## src/rtl/local_ctrl_gen.sv

```systemverilog
// Local PU controller: sequences operand reads row by row and frames each accumulation
// with valid/clear strobes. Optional stall counter enabled by LOCAL_CTRL_STALL_CNT_EN.
module local_ctrl_gen #(
  parameter int unsigned ADDR_W  = 3,
  parameter int unsigned ROWS    = 8,
  parameter int unsigned ACC_LEN = 6
) (
  input  logic              clk_i,
  input  logic              rst_i,
  input  logic              start_i,
  input  logic              abort_i,
  input  logic [ADDR_W-1:0] base_addr_i,
  input  logic              pu_en_i,
  output logic [ADDR_W-1:0] din_addr_o,
  output logic              din_en_o,
  output logic              pu_valid_o,
  output logic              pu_clear_o,
  output logic              busy_o,
`ifdef LOCAL_CTRL_STALL_CNT_EN
  output logic [15:0]       stall_cnt_o,
`endif
  output logic              done_o
);

  localparam int unsigned RowW = ($clog2(ROWS + 1) > 0) ? $clog2(ROWS + 1) : 1;
  localparam int unsigned BeatW = ($clog2(ACC_LEN + 1) > 0) ? $clog2(ACC_LEN + 1) : 1;

  localparam logic [RowW-1:0]  RowLast  = RowW'(ROWS - 1);
  localparam logic [RowW-1:0]  RowOne   = RowW'(1);
  localparam logic [BeatW-1:0] BeatLast = BeatW'(ACC_LEN - 1);
  localparam logic [BeatW-1:0] BeatOne  = BeatW'(1);

  localparam logic [2:0] StIdle  = 3'd0;
  localparam logic [2:0] StRun   = 3'd1;
  localparam logic [2:0] StValid = 3'd2;
  localparam logic [2:0] StClear = 3'd3;
  localparam logic [2:0] StDone  = 3'd4;

  logic [2:0]        state_q, state_d;
  logic [RowW-1:0]   row_q, row_d;
  logic [BeatW-1:0]  beat_q, beat_d;
  logic [ADDR_W-1:0] base_q, base_d;

  logic              start_ok;
  assign start_ok = (state_q == StIdle) && start_i && !abort_i;

  always_comb begin
    state_d = state_q;
    row_d   = row_q;
    beat_d  = beat_q;
    base_d  = base_q;
    if (abort_i && (state_q != StIdle)) begin
      state_d = StIdle;
    end else begin
      case (state_q)
        StIdle: begin
          if (start_ok) begin
            base_d  = base_addr_i;
            row_d   = '0;
            beat_d  = '0;
            state_d = StRun;
          end
        end
        StRun: begin
          if (pu_en_i) begin
            if (beat_q == BeatLast) begin
              beat_d  = '0;
              state_d = StValid;
            end else begin
              beat_d = beat_q + BeatOne;
            end
          end
        end
        StValid: state_d = StClear;
        StClear: begin
          if (row_q == RowLast) begin
            state_d = StDone;
          end else begin
            row_d   = row_q + RowOne;
            state_d = StRun;
          end
        end
        StDone:  state_d = StIdle;
        default: state_d = StIdle;
      endcase
    end
  end

  // Outputs are registered from the next state so they line up with the state they describe.
  logic              din_en_d;
  logic [ADDR_W-1:0] din_addr_d;
  always_comb begin
    din_en_d   = (state_d == StRun);
    din_addr_d = din_en_d ? (base_d + ADDR_W'(row_d)) : '0;
  end

  always_ff @(posedge clk_i or posedge rst_i) begin
    if (rst_i) begin
      state_q    <= StIdle;
      row_q      <= '0;
      beat_q     <= '0;
      base_q     <= '0;
      din_addr_o <= '0;
      din_en_o   <= 1'b0;
      pu_valid_o <= 1'b0;
      pu_clear_o <= 1'b0;
      busy_o     <= 1'b0;
      done_o     <= 1'b0;
    end else begin
      state_q    <= state_d;
      row_q      <= row_d;
      beat_q     <= beat_d;
      base_q     <= base_d;
      din_addr_o <= din_addr_d;
      din_en_o   <= din_en_d;
      pu_valid_o <= (state_d == StValid);
      pu_clear_o <= (state_d == StClear);
      busy_o     <= (state_d != StIdle);
      done_o     <= (state_d == StDone);
    end
  end

`ifdef LOCAL_CTRL_STALL_CNT_EN
  logic [15:0] stall_cnt_q;

  always_ff @(posedge clk_i or posedge rst_i) begin
    if (rst_i) begin
      stall_cnt_q <= '0;
    end else if (start_ok) begin
      stall_cnt_q <= '0;
    end else if ((state_q == StRun) && !pu_en_i && (stall_cnt_q != 16'hFFFF)) begin
      stall_cnt_q <= stall_cnt_q + 16'd1;
    end
  end

  assign stall_cnt_o = stall_cnt_q;
`endif

endmodule
```

## config.mk

```make
export PLATFORM = sky130hd
export DESIGN_NAME = local_ctrl_gen
export DESIGN_NICKNAME = d
export VERILOG_FILES = /design/src/rtl/local_ctrl_gen.sv
export SDC_FILE = /design/constraint.sdc
export NUM_CORES = 1
export LEC_CHECK = 0
export BUFFER_PORTS_ARGS = -buffer_cell sky130_fd_sc_hd__buf_2
export CAP_MARGIN = 10
export CORE_MARGIN = 4
export CORE_UTILIZATION = 54
export DETAILED_ROUTE_END_ITERATION = 6
export HOLD_SLACK_MARGIN = 0.03
export PLACE_DENSITY = 0.83
export SYNTH_ARGS = -nofsm -noshare
export SYNTH_HDL_FRONTEND = slang
export SYNTH_SLANG_ARGS = --single-unit
```

## constraint.sdc

```tcl
create_clock -name clk_i -period 3.1 [get_ports clk_i]
set_input_delay 0.155 -clock clk_i [delete_from_list [all_inputs] [get_ports clk_i]]
set_output_delay 0.155 -clock clk_i [all_outputs]
set_load 0.05 [all_outputs]
```

==> impl_metrics.tcl <==
set metrics [dict create \
    synthArstFlopShare 1.00 \
    start_util 0.589 \
    layout_commonest_cell "dfrtp_1" \
    dieWidth_um 52.3 \
    timing.final.crit_share 0.902 \
    dieHeight_um 52.3 \
    gp_congestion 0.824 \
    drc_errors 0 \
    arrival_ps 3060 \
    std_cell_rows 15 \
    setup_viol 0 \
    cp-start-kind "flop" \
    yosys.cell_types.count 38 \
    ctsRootBufferMaster "clkbuf_4" \
    wl_per_cell_um 13.0 \
    critPathRequiredTime_ps 3360 \
    portBuffers 15 \
    final_nets 124 \
    peakVddDrop_v 0.000416 \
    max_freq_mhz 357 \
    cts_sinks 21 \
    rsz0062_at_grt "false" \
    stdcell_count 137 \
    synth_nets 104 \
    synth_ff_type "dfrtp_1" \
    yosysSeqAreaShare 0.495 \
    synthTopCellsByArea "dfrtp_1 50%, mux2_2 4.2%, o21ai_0 2.8%, nand4b_1 2.5%, and2_1 2.4%" \
    antenna_found_initial 0 \
    fin_worst_skew_ps 8.68 \
    maxCapViolCount 0 \
    overflow 0 \
    ys.warnings.count 0 \
    core_area_um2 1800 \
    tritoncts "yes" \
    place_ws_ps 314 \
    layout_setup_ws_ps 303 \
    hold_viol_final 0 \
    viasPerCell 5.42 \
    diodes 0 \
    drt_wl_total_um 1780 \
    cts_htree_levels 1 \
    syn_inst 93 \
    grt_max_degree 22 \
    slew_viol_final 0 \
    critical_path_class "reg2reg" \
    post-route-util 0.664 \
    post_cts_resized 0 \
    synth_top_area_share 0.495 \
    post-route-min-period_ps 2800 \
    ant_nets 0 \
    first_global_vias 775 \
    yosysTopAreaCell "dfrtp_1" \
    leakagePower_nw 0.581 \
    worstSkewPairLatency_ps 310 \
    synth_edf_count 0 \
    synth.avg_cell_area_um2 11.4 \
    path_max_fanout 11 \
    pin_count 16 \
    grt_pass1_wl_um 3270 \
    dp_hpwl_um 1380 \
    ys_ff_latch 21 \
    syn2layout_area_growth_pct 12.7 \
    grt.total_usage 0.161 \
    dpl.cell_count 132 \
    drive_gt1_frac 0.268 \
    cts_buffer_depth 2 \
    powerDensity_nw_per_um2 749 \
    dr.pass1.iters 4 \
    cts_buffers 3 \
    path_clk_slew_ps 120 \
    endpoint_kind "flop" \
    postCtsSetupRepairBufs 0 \
    hold_class "in2reg" \
    slew_headroom 0.496 \
    status "complete, no violations" \
    dieArea_um2 2740 \
    final_cell_mix "21 x dfrtp_1, 15 x buf_2, 6 x o21ai_0" \
    routed-via-count 742 \
    drt_iter0_markers 6 \
    worst_slew_pin_slew_ps 756 \
    syn-cell-area_um2 1060 \
    setup_tns_ps 0 \
]
[power by group]
group	switching, mW	internal (mW)
sequential	0.0426	0.343
clock	0.0842	0.0483
combinational	0.235	0.142
total	0.362	0.534
[worst max-delay path: stages, from the launching register on]
cell	delay [ps]
dfrtp_1	530
nor3b_4	350
nand2_1	200
mux2_2	340
ha_1	190
fa_1	410
nand2b_1	160
a22oi_1	140
nand3b_1	140
xor2_1	150
and2_1	130
[metrics by stage]
step,instance area (µm²),hold slack (ps),power [mW]
2_1_floorplan,1060,132,0.705
3_3_place_gp,1160,318,0.761
3_5_place_dp,1160,327,0.770
4_1_cts,1200,91.8,0.904
5_1_grt,1200,98.1,0.956
6_report,1200,95.6,0.895
[cells in the mapped netlist (2+ instances only)]
library cell  count
dfrtp_1          21
o21ai_0           6
inv_1             5
nor2_1            5
and2_1            4
mux2_2            4
nand2_1           4
nor2b_1           4
nand2b_1          3
nand3b_1          3
nand4b_1          3
a21oi_1           2
ha_1              2
nand3_1           2
o21ai_1           2
[final cells by class]
cell class | count | area [µm²]
fillers | 162 | 606
flip-flops and latches | 21 | 526
multi-input cells | 64 | 497
repair buffers | 17 | 92.6
well taps | 25 | 31.3
clock buffers | 3 | 22.5
inverters | 6 | 22.5
clock inverters | 1 | 5.00
[worst paths after layout]
path / start / endpoint / slack, ps / depth (start not counted)
min reg2reg: beat_q[1]$_DFFE_PP0P_ / beat_q[1]$_DFFE_PP0P_ / 500 / 1
min in group asynchronous: rst_i / row_q[2]$_DFF_PP0_ / 500 / 3
max reg2reg: state_q[1]$_DFF_PP0_ / din_addr_o[2]$_DFF_PP0_ / 300 / 10
min: base_addr_i[0] / base_q[0]$_DFF_PP0_ / 100 / 2
max in group asynchronous: rst_i / state_q[0]$_DFF_PP0_ / 2120 / 3
max: state_q[1]$_DFF_PP0_ / din_addr_o[2]$_DFF_PP0_ / 300 / 10
[metal layers]
metal  share of wire  up-vias  global-route usage
li1                -      366                   -
met1            0.47      357               0.203
met2            0.47       15               0.264
met3           0.039        4              0.0342
met4           0.026        0              0.0681
met5               0        -                   0
[cell families after synthesis]
| kind of cell | after synthesis | share of synthesized area |
|---|---|---|
| and+or+nand+nor | 37 | 0.237 |
| DFF | 21 | 0.495 |
| AOI/OAI and AO/OA | 17 | 0.120 |
| buffers and inverters | 8 | 0.0365 |
| muxes | 5 | 0.0519 |
| adders and majority gates | 3 | 0.0424 |
| xor gates and xnor gates | 2 | 0.0165 |
[flip-flops by register name (all words and copies together), names as in the netlist]
name        cells
row_q           4
base_q          3
beat_q          3
din_addr_o      3
state_q         3
busy_o          1
din_en_o        1
done_o          1
pu_clear_o      1
pu_valid_o      1
[timing repair]
item,4_1_cts,5_1_grt
hold buffers,1,0
endpoints found under the setup margin,0,0
endpoints found under the hold margin,21,0
Note: power is estimated with default switching activity, not from simulation.
